==> src/rtl/bcd_scan_counter.sv <==
// Multi-digit BCD up/down counter with a registered, time-multiplexed digit scanner.
// Optional leading-zero blanking of the scanned display: define LEADING_ZERO_BLANK_EN.
module bcd_scan_counter #(
    parameter int CNT_DIV  = 50000000,
    parameter int SCAN_DIV = 50000,
    parameter int DIGITS   = 4
) (
    input  logic                clk,
    input  logic                rst_n,
    input  logic                en,
    input  logic                up_dn,
    input  logic                clr,
    output logic [4*DIGITS-1:0] count_bcd,
    output logic                wrap,
    output logic [3:0]          digit_bcd,
    output logic [DIGITS-1:0]   digit_sel
);

    localparam int PW = (CNT_DIV > 1) ? $clog2(CNT_DIV) : 1;
    localparam int SW = (SCAN_DIV > 1) ? $clog2(SCAN_DIV) : 1;
    localparam int IW = (DIGITS > 1) ? $clog2(DIGITS) : 1;

    localparam logic [PW-1:0] PRESC_MAX = PW'(CNT_DIV - 1);
    localparam logic [SW-1:0] SCAN_MAX  = SW'(SCAN_DIV - 1);
    localparam logic [IW-1:0] IDX_MAX   = IW'(DIGITS - 1);

    logic [PW-1:0]       presc_q, presc_d;
    logic [4*DIGITS-1:0] count_q, count_d;
    logic                wrap_q, wrap_d;
    logic [SW-1:0]       scan_cnt_q, scan_cnt_d;
    logic [IW-1:0]       idx_q, idx_d;
    logic [DIGITS-1:0]   sel_q, sel_d;
    logic [3:0]          bcd_q, bcd_d;

    logic                tick;
    logic                scan_last;
    logic [4*DIGITS-1:0] step_val;
    logic                step_wrap;
    logic                ripple;
    logic [3:0]          cur;

    assign tick      = en && (presc_q == PRESC_MAX);
    assign scan_last = (scan_cnt_q == SCAN_MAX);

    // Decimal step with ripple carry/borrow; the carry out of the top digit is the wrap.
    always_comb begin
        step_val = '0;
        ripple   = 1'b1;
        cur      = 4'd0;
        for (int i = 0; i < DIGITS; i++) begin
            cur = count_q[4*i +: 4];
            if (!ripple) begin
                step_val[4*i +: 4] = cur;
            end else if (up_dn) begin
                if (cur == 4'd9) begin
                    step_val[4*i +: 4] = 4'd0;
                end else begin
                    step_val[4*i +: 4] = cur + 4'd1;
                    ripple             = 1'b0;
                end
            end else begin
                if (cur == 4'd0) begin
                    step_val[4*i +: 4] = 4'd9;
                end else begin
                    step_val[4*i +: 4] = cur - 4'd1;
                    ripple             = 1'b0;
                end
            end
        end
        step_wrap = ripple;
    end

    always_comb begin
        presc_d = presc_q;
        count_d = count_q;
        wrap_d  = 1'b0;
        if (clr) begin
            presc_d = '0;
            count_d = '0;
        end else if (tick) begin
            presc_d = '0;
            count_d = step_val;
            wrap_d  = step_wrap;
        end else if (en) begin
            presc_d = presc_q + PW'(1);
        end
    end

    always_comb begin
        scan_cnt_d = scan_last ? '0 : scan_cnt_q + SW'(1);
        idx_d      = idx_q;
        if (scan_last) begin
            idx_d = (idx_q == IDX_MAX) ? '0 : idx_q + IW'(1);
        end
    end

`ifdef LEADING_ZERO_BLANK_EN
    // zero_from[i]: digit i and every more significant digit are zero.
    logic [DIGITS-1:0] zero_from;
    logic              zero_run;

    always_comb begin
        zero_from = '0;
        zero_run  = 1'b1;
        for (int i = DIGITS - 1; i >= 0; i--) begin
            zero_run     = zero_run && (count_q[4*i +: 4] == 4'd0);
            zero_from[i] = zero_run;
        end
    end
`endif

    always_comb begin
        sel_d = '1;
        bcd_d = 4'd0;
        for (int i = 0; i < DIGITS; i++) begin
            if (idx_q == IW'(i)) begin
`ifdef LEADING_ZERO_BLANK_EN
                if ((i == 0) || !zero_from[i]) begin
                    sel_d[i] = 1'b0;
                    bcd_d    = count_q[4*i +: 4];
                end
`else
                sel_d[i] = 1'b0;
                bcd_d    = count_q[4*i +: 4];
`endif
            end
        end
    end

    always_ff @(posedge clk or negedge rst_n) begin
        if (!rst_n) begin
            presc_q    <= '0;
            count_q    <= '0;
            wrap_q     <= 1'b0;
            scan_cnt_q <= '0;
            idx_q      <= '0;
            sel_q      <= '1;
            bcd_q      <= 4'd0;
        end else begin
            presc_q    <= presc_d;
            count_q    <= count_d;
            wrap_q     <= wrap_d;
            scan_cnt_q <= scan_cnt_d;
            idx_q      <= idx_d;
            sel_q      <= sel_d;
            bcd_q      <= bcd_d;
        end
    end

    assign count_bcd = count_q;
    assign wrap      = wrap_q;
    assign digit_sel = sel_q;
    assign digit_bcd = bcd_q;

endmodule

==> config.mk <==
export PLATFORM = sky130hd
export DESIGN_NAME = bcd_scan_counter
export DESIGN_NICKNAME = d
export VERILOG_FILES = /design/src/rtl/bcd_scan_counter.sv
export SDC_FILE = /design/constraint.sdc
export NUM_CORES = 1
export LEC_CHECK = 0
export ABC_AREA = 0
export CAP_MARGIN = 20
export CELL_PAD_IN_SITES_DETAIL_PLACEMENT = 0
export CELL_PAD_IN_SITES_GLOBAL_PLACEMENT = 1
export CORE_MARGIN = 4
export CORE_UTILIZATION = 45
export DETAILED_ROUTE_END_ITERATION = 7
export PLACE_DENSITY = 0.86
export SETUP_SLACK_MARGIN = 0.1
export SLEW_MARGIN = 20
export SYNTH_ARGS = -nofsm -noshare
export SYNTH_HDL_FRONTEND = slang
export SYNTH_SLANG_ARGS = --single-unit
==> constraint.sdc <==
create_clock -name clk -period 4.6 [get_ports clk]
set_input_delay 0.92 -clock clk [delete_from_list [all_inputs] [get_ports clk]]
set_output_delay 0.92 -clock clk [all_outputs]
set_load 0.02 [all_outputs]
==> run_results.csv <==
group,metric,value,unit
setup_path,r2r-end,"count_bcd[14]",
timing,worst_slew_pin_slew,919.6,ps
clock_network,cts-root-buf,"clkbuf_8",
layout,fillers,840,
die,core-area,8891,µm²
status,status,"completed",
synth,ys_seq_elements,69,
placement,portBuffers,29,
worst_hold_path,min_path_cells,1,
detailed_routing,wl,9372,µm
detailed_routing,vias_per_cell,5.699,
detailed_routing,dr_total_vias,3431,
timing,fin_tns_setup,0,ps
setup_path,r2r_slack,2000,ps
synth,ys.flop_type,"dfrtp_1",
layout,antenna_cells,0,
layout,area_delta_synth_final,13.37,%
placement,dpl.cell_count,586,
synth,synth.area.top_cells,"dfrtp_1 (39%), ha_1 (6.3%), nor2_1 (5.1%), xor2_1 (5.0%), nand3_1 (4.5%)",
clock_network,path_clk_slew,70,ps
layout,final_cell_mix,"dfrtp_1 (65), nor2_1 (57), nand2_1 (38), nand3_1 (38), clkdlybuf4s50_1 (28)",
power_and_ir_drop,p_leak,2.065,nW
power_and_ir_drop,peakVddDrop,0.1467,mV
die,io_pins,30,
setup_path,worstPathMaxFanout,25,
placement,place_congestion,0.8392,
clock_network,cts.sinks,69,
layout,final_cells,602,
power_and_ir_drop,pwr-share-seq,47.3,%
placement,post-dp-hpwl,6600,µm
timing,period_minus_slack,3086,ps
die,die_w,104.5,µm
detailed_routing,firstDrtPassIters,5,
timing,slew_violations,0,
clock_network,post_cts_buffers,0,
die,initial_core_util,47.16,%
grt,grtUsageTotal,17.77,%
synth,netlist.area_leader.share,38.79,%
timing,hold_viol_final,0,
worst_hold_path,min_from,"scan_cnt_q[0]",
grt,grt_pass1_vias,3193,
grt,antenna_found_initial,0,
die,dieArea,10930,µm²
clock_network,clockBufferDepth,2,
power_and_ir_drop,p_sw,0.0003753,W
synth,ys_types,58,
timing,setup_viol,0,
synth,synth_cells,467,
layout,layout_commonest_cell,"dfrtp_1",
layout,final_nets,515,
clock_network,hold_buffers,0,
power_and_ir_drop,powerDensity,292.6,nW/µm²
synth,netlist_area,4193,µm²
power_and_ir_drop,power_frac_comb,14.8,%
synth,synth_edf_count,0,
grt,grt_pass1_wl,16040,µm
detailed_routing,drc,0,
setup_path,reg2reg_depth,7,
setup_path,path_class,"input port to register",
synth,synth.largest_area_cell,"dfrtp_1",
power_and_ir_drop,switching_share,26.99,%
layout,drive_gt1_share,7.490,%
grt,grt_max_degree,41,
clock_network,cts_tree,"yes",
setup_path,cp-end-kind,"register",
setup_path,cp.arrival,3310,ps
worst_hold_path,hold_end,"scan_cnt_q[0]",
worst_hold_path,worstHoldPathType,"register to register",
detailed_routing,routedWlPerCell,15.57,µm
timing,clock.fmax,324.0,MHz
setup_path,setup.worst_path.start_class,"input port",
synth,synth_area_per_cell,8.978,µm²
power_and_ir_drop,power.internal,0.001015,W
synth,syn-num-nets,493,
clock_network,cts_resized,0,
timing,layout_worst_path_cycle_share,67.09,%
synth,yosysWarnings,0,
grt,grt-ovfl-total,0,
detailed_routing,drt_iter0_drc,128,
setup_path,reg2reg_from,"count_bcd[4]",
clock_network,numCtsBuffers,9,
die,die_y,104.5,µm
run,drv_cap,0,
timing,rsz0062_at_grt,"no",
clock_network,htree_levels,3,
power_and_ir_drop,clockPowerShare,37.8,%
timing,finClkSkew,10.05,ps
setup_path,crit_required,4830,ps
detailed_routing,drtAntennaViolNets,0,
die,rows,34,
synth,ys_seq_area_share,41.30,%
timing,slew_headroom,38.13,%
clock_network,clkLatencyLatePin,340,ps
synth,synthArstFlopShare,100.0,%
[Yosys cell counts, drive strengths merged, types with 6 or more instances]
cell type / number
nor2: 57
nor4: 6
o21ai: 18
and3: 7
inv: 25
dfrtp: 65
nand2: 39
clkbuf: 18
nand4: 14
nand3: 38
nor3: 8
nand2b: 10
mux2i: 6
ha: 21
xnor2: 11
a21oi: 23
a31oi: 10
xor2: 24
[flip-flops by register name, indices dropped and copies added (netlist names)]
name / flops
idx_q: 2
wrap: 1
count_bcd: 16
scan_cnt_q: 16
presc_q: 26
digit_sel: 4
digit_bcd: 4
[area by class of cell]
type                            instances  area [µm²]  share of cell area [%]
Timing Repair Buffer                   33       315.3                   6.633
Multi-Input combinational cell        351        2270                   47.75
Clock buffer                           12       135.1                   2.843
Inverter                               25       93.84                   1.974
Sequential cell                        69        1732                   36.43
Clock inverter                          4       72.57                   1.527
Tap cell                              108       135.1                   2.843
[critical path, cell delays in order]
cell and delay, ps:
clkdlybuf4s50_1 680, nand4b_1 200, nor4_4 440, a21o_2 550, nand2_1 170, o41ai_1 350
[layer usage]
metal | track usage (%) | part of all wire, %
met4 | 4.368 | 0.48
met5 | 0 | 0
met1 | 26.07 | 50
met2 | 26.89 | 45
met3 | 3.724 | 3.9
[power groups by stage]
stage | clock network (W) | logic (W) | registers, W
6_report | 0.000526 | 0.000206 | 0.000658
5_1_grt | 0.000567 | 0.000234 | 0.000664
4_1_cts | 0.000543 | 0.000208 | 0.000658
3_5_place_dp | 0 | 0.000208 | 0.000670
3_3_place_gp | 0 | 0.000205 | 0.000669
2_1_floorplan | 0 | 0.000128 | 0.000672
[cells by family (layout without fill, tap and decap cells)]
group	count (synthesis)	in the layout	synth area share [%]
buffers and inverters	47	74	4.566
muxes	6	6	1.432
and+or+nand+nor	210	210	26.65
xor gates and xnor gates	35	35	7.311
adders and majority gates	21	21	6.267
DFF	69	69	41.30
AOI/OAI and AO/OA	79	79	12.47
[worst max-delay path by stage]
stage               slack, ps  cells past startpoint            end  start
floorplan                2040                      5  count_bcd[14]  up_dn
CTS                      1560                      6   count_bcd[5]     en
detailed placement       1160                      6   count_bcd[5]     en
global placement         1310                      6   count_bcd[5]     en
global route             1370                      6           wrap     en
finish                   1510                      6   count_bcd[5]     en
[per-stage QoR]
| stage | cell area, µm² | hold slack, ps | total power [W] | util (%) | setup slack, ps |
|---|---|---|---|---|---|
| 4_1_cts | 4753 | 485.7 | 0.001409 | 53.46 | 1561 |
| 3_5_place_dp | 4546 | 475.9 | 0.0008775 | 51.13 | 1160 |
| 6_report | 4753 | 484.0 | 0.001391 | 53.46 | 1514 |
| 5_1_grt | 4753 | 525.2 | 0.001465 | 53.46 | 1370 |
| 2_1_floorplan | 4193 | 454.7 | 0.0008002 | - | 2041 |
| 3_3_place_gp | 4546 | 471.3 | 0.0008744 | 51.13 | 1309 |
Note: power is estimated with default switching activity, not from simulation.
==> patch 1, RTL diff (config.mk and constraints unchanged) <==
Change the parameter `CNT_DIV` from 50000000 to 100000000.
--- a/src/rtl/bcd_scan_counter.sv
+++ b/src/rtl/bcd_scan_counter.sv
@@ -2,5 +2,5 @@
 // Optional leading-zero blanking of the scanned display: define LEADING_ZERO_BLANK_EN.
 module bcd_scan_counter #(
-    parameter int CNT_DIV  = 50000000,
+    parameter int CNT_DIV  = 100000000,
     parameter int SCAN_DIV = 50000,
     parameter int DIGITS   = 4
Formal check against the unedited RTL: same outputs for any inputs over 10 cycles, from zero or initial values and one cycle with rst_n low; that may be too few to reach the edited logic, so the function may still have changed.
==> patch 1 against the original RTL <==
Wire length down 2.9%; register-to-register slack worse by 0.34 ns; sequential cell count up 1; worst setup slack worse by 0.10 ns; total power down 5.6%; synthesized area about the same; clock power up 4.0%; cell area up 0.47%; highest routed layer unchanged.
==> patch 1: results (changes against the original RTL) <==
Status - finished clean
Worst R2R Start - count_bcd[0]
Clock net power - 0.000547 W (+4.0%)
Synth cell types - 60 (+3.4%)
Fillers - 822 (-2.1%)
Final HPWL DP - 6.391 mm (-3.2%)
Synth top cells by count - dfrtp_1, nor2_1, nand2_1, nand3_1, a21oi_1
GPL Wtd Cong - 0.8593 (+2.4%)
VDD IR-drop max - 0.0001374 V (-6.3%)
DR vias/cell - 5.719 (+0.34%)
Sequential area share after synthesis - 0.4187 (+0.005718)
Overall routed net length - 9.099 mm (-2.9%)
Reg2reg setup slack - 1.66 ns (-0.34 ns)
CP max stage cell - nor4b_1
P_sw - 0.0003221 W (-14%)
Crit path DAT - 3.43 ns (+0.12 ns)
CP Max Fanout - 23 (-8.0%)
GRT Total Usage - 0.1738 (-0.003967)
CP peak stage delay - 0.58 ns (-0.10 ns)
Final clock skew - 0.01024 ns (+0.0001888 ns)
Worst-margin pin slew - 0.8702 ns (-0.04941 ns)
Starting DRT DRC Count - 176 (+38%)
Post-layout nets - 517 (+0.39%)
Syn nets - 497 (+0.81%)
Pre-CTS setup slack - 1.093 ns (-0.06645 ns)
Min Hold Slack - 0.4863 ns (+0.002299 ns)
First-pass GRT wire length - 15.81 mm (-1.5%)
Largest net degree at the start of global routing - 45 (+9.8%)
## patch 1: worst max-delay path, delay by kind of cell
| kind | cells | cell delay, ns |
|---|---|---|
| buffers and inverters | 2 | 0.68 |
| AND/OR/NAND/NOR | 2 | 0.95 |
| AO/OA/AOI/OAI | 2 | 0.87 |
## patch 1: area by class of cell
class | instances | area share
Tap cell | 108 | 0.02829
Multi-Input combinational cell | 355 | 0.4742
Clock inverter | 4 | 0.01467
Clock buffer | 12 | 0.03039
Inverter | 21 | 0.01651
Timing Repair Buffer | 34 | 0.06812
Sequential cell | 70 | 0.3678
## patch 1: kinds of logic after synthesis
logic type	share of synthesized area
muxes	0.01521
buffers and inverters	0.04145
adders and majority gates	0.06263
xor gates and xnor gates	0.07516
and+or+nand+nor	0.2517
DFF	0.4187
AOI/OAI and AO/OA	0.1351
## patch 1: per-layer routing
metal	vias to the layer above	part of all wire	GRT usage
met5	-	0	0
met4	0	0.017	0.07977
met3	11	0.037	0.02713
met2	68	0.48	0.2763
met1	1664	0.47	0.2345
li1	1711	-	-
## patch 1: through the flow
step	util	cell area, µm²	power (W)	instances
2_1_floorplan	-	4195	0.0007240	471
3_3_place_gp	0.5127	4558	0.0007735	588
3_5_place_dp	0.5127	4558	0.0007778	588
4_1_cts	0.5369	4773	0.001329	604
5_1_grt	0.5372	4776	0.001368	604
6_report	0.5372	4776	0.001313	604
## patch 1: worst max path at each step
stage,from,slack [ns],cells past startpoint,to
4_1_cts,up_dn,1.44,6,count_bcd[14]
3_3_place_gp,up_dn,1.18,6,count_bcd[14]
6_report,up_dn,1.41,6,count_bcd[14]
3_5_place_dp,up_dn,1.09,6,count_bcd[14]
2_1_floorplan,up_dn,2.11,6,count_bcd[14]
5_1_grt,up_dn,1.19,6,count_bcd[14]
==> patch 2, RTL diff (same flow settings) <==
Made on the original files. Register the inputs `en`, `up_dn` and `clr` before use. The logic sees them one clock later.
--- a/src/rtl/bcd_scan_counter.sv
+++ b/src/rtl/bcd_scan_counter.sv
@@ -25,4 +25,14 @@
     localparam logic [IW-1:0] IDX_MAX   = IW'(DIGITS - 1);
 
+    logic en_q;
+    logic up_dn_q;
+    logic clr_q;
+
+    always_ff @(posedge clk) begin
+        en_q    <= en;
+        up_dn_q <= up_dn;
+        clr_q   <= clr;
+    end
+
     logic [PW-1:0]       presc_q, presc_d;
     logic [4*DIGITS-1:0] count_q, count_d;
@@ -40,5 +50,5 @@
     logic [3:0]          cur;
 
-    assign tick      = en && (presc_q == PRESC_MAX);
+    assign tick      = en_q && (presc_q == PRESC_MAX);
     assign scan_last = (scan_cnt_q == SCAN_MAX);
 
@@ -52,5 +62,5 @@
             if (!ripple) begin
                 step_val[4*i +: 4] = cur;
-            end else if (up_dn) begin
+            end else if (up_dn_q) begin
                 if (cur == 4'd9) begin
                     step_val[4*i +: 4] = 4'd0;
@@ -75,5 +85,5 @@
         count_d = count_q;
         wrap_d  = 1'b0;
-        if (clr) begin
+        if (clr_q) begin
             presc_d = '0;
             count_d = '0;
@@ -82,5 +92,5 @@
             count_d = step_val;
             wrap_d  = step_wrap;
-        end else if (en) begin
+        end else if (en_q) begin
             presc_d = presc_q + PW'(1);
         end
Check against the original RTL: same outputs for any inputs over 10 cycles, from zero or initial values and one cycle with rst_n low; that may be too few to reach the edited logic, so the function may still have changed.
==> patch 2 against the original RTL <==
Synthesized cell count up 3.6%; critical path depth shrank 5; non-clock buffer count decreased by 1; synthesized area rose by 3.0%; wire length increased by 6.2%; worst setup slack gained 0.53 ns; sequential cell count up 3; cell area increased by 2.9%; cell count is 6.1% higher; largest cell class unchanged; highest routed layer unchanged.
Power is not compared: it rests on default switching activity, and its combinational part moved more than twofold at a synthesized area within 25%.
==> patch 2: results (changes against the original RTL) <==
Status - finished clean
Inverter count - 23 (-8.0%)
Synth Area in Adders - 0.06083 (-0.001834)
Fillers - 855 (+1.8%)
CP Max Fanout - 12 (-52%)
First-pass GRT wire length - 17.03 mm (+6.2%)
Seq cells - 72 (+4.3%)
# clk buffers - 9 (-3)
Met3 GRT Util - 0.03582 (-0.001421)
Wl on met1 - 4.589 mm (-2.8%)
Met2 Usage GRT - 0.3060 (+0.03710)
Synth cell types - 63 (+8.6%)
H-Tree Depth - 3 (unchanged)
Largest net degree at the start of global routing - 47 (+15%)
CP delay by family, top - buffers and inverters
Routed vias - 3577 (+4.3%)
Final HPWL DP - 7.020 mm (+6.4%)
Dominant cells by area after synthesis - dfrtp_1, ha_1, nor2_1, xor2_1, nand3_1
Count of multi-input gates - 367 (+4.6%)
Met3 WL - 357 µm (-1.9%)
Nonclk buf count - 32 (-3.0%)
Syn nets - 510 (+3.4%)
Starting DRT DRC Count - 176 (+38%)
Vias in the first global route - 3481 (+9.0%)
Worst-margin pin slew - 0.7820 ns (-0.1375 ns)
Mux cell area share after synthesis - 0.02173 (+0.007402)
Sequential area share after synthesis - 0.4148 (+0.001821)
Overall Power - 0.001228 W
Main synth FF type - dfrtp_1
Pre-Repair DR Iteration Count - 4 (-1)
Drt wl/cell - 15.57 µm (about the same)
Layout cells sized above 1 - 0.07255 (-0.002350)
Clock-cell share - 0.04017 (-0.003522)
NonClk Buf Share - 0.06295 (-0.003385)
GPL Wtd Cong - 0.8670 (+3.3%)
Seq/total area - 0.3664 (+0.002122)
Post-layout nets - 531 (+3.1%)
Compound-Gate Fraction of Synth Area - 0.1324 (+0.007648)
Synth Area in XOR/XNOR - 0.06489 (-0.008223)
CP peak stage delay - 0.70 ns (+0.02 ns)
Final clock skew - 0.01099 ns (+0.0009384 ns)
Pre-CTS setup slack - 2.124 ns (+0.9645 ns)
GRT Total Usage - 0.1865 (+0.008735)
-- patch 2: changes by cell type after synthesis, moves of 5 or more --
cell,unedited run,this run
a21oi_1,23,32
or3_1,2,7
a31oi_1,10,3
xor2_1,24,19
nand3_1,38,33
-- patch 2: path summary, 6_finish.rpt --
path,start,end,depth (start not counted),slack (ns)
min in group asynchronous,rst_n,digit_bcd[2],1,0.64
worst min register to register,scan_cnt_q[0],scan_cnt_q[0],1,0.48
worst max register to register,count_bcd[0],count_bcd[14],7,2.09
worst min-delay path,scan_cnt_q[0],scan_cnt_q[0],1,0.48
worst max-delay path,count_bcd[2],count_bcd[2],1,2.04
max in group asynchronous,rst_n,presc_q[12],2,2.99
-- patch 2: stage by stage --
step / instances / instance area [µm²] / hold WS, ns
floorplan: 484 / 4319 / 0.4479
global placement: 623 / 4693 / 0.4621
detailed placement: 623 / 4693 / 0.4812
CTS: 639 / 4890 / 0.4915
global route: 639 / 4890 / 0.5233
finish: 639 / 4890 / 0.4814
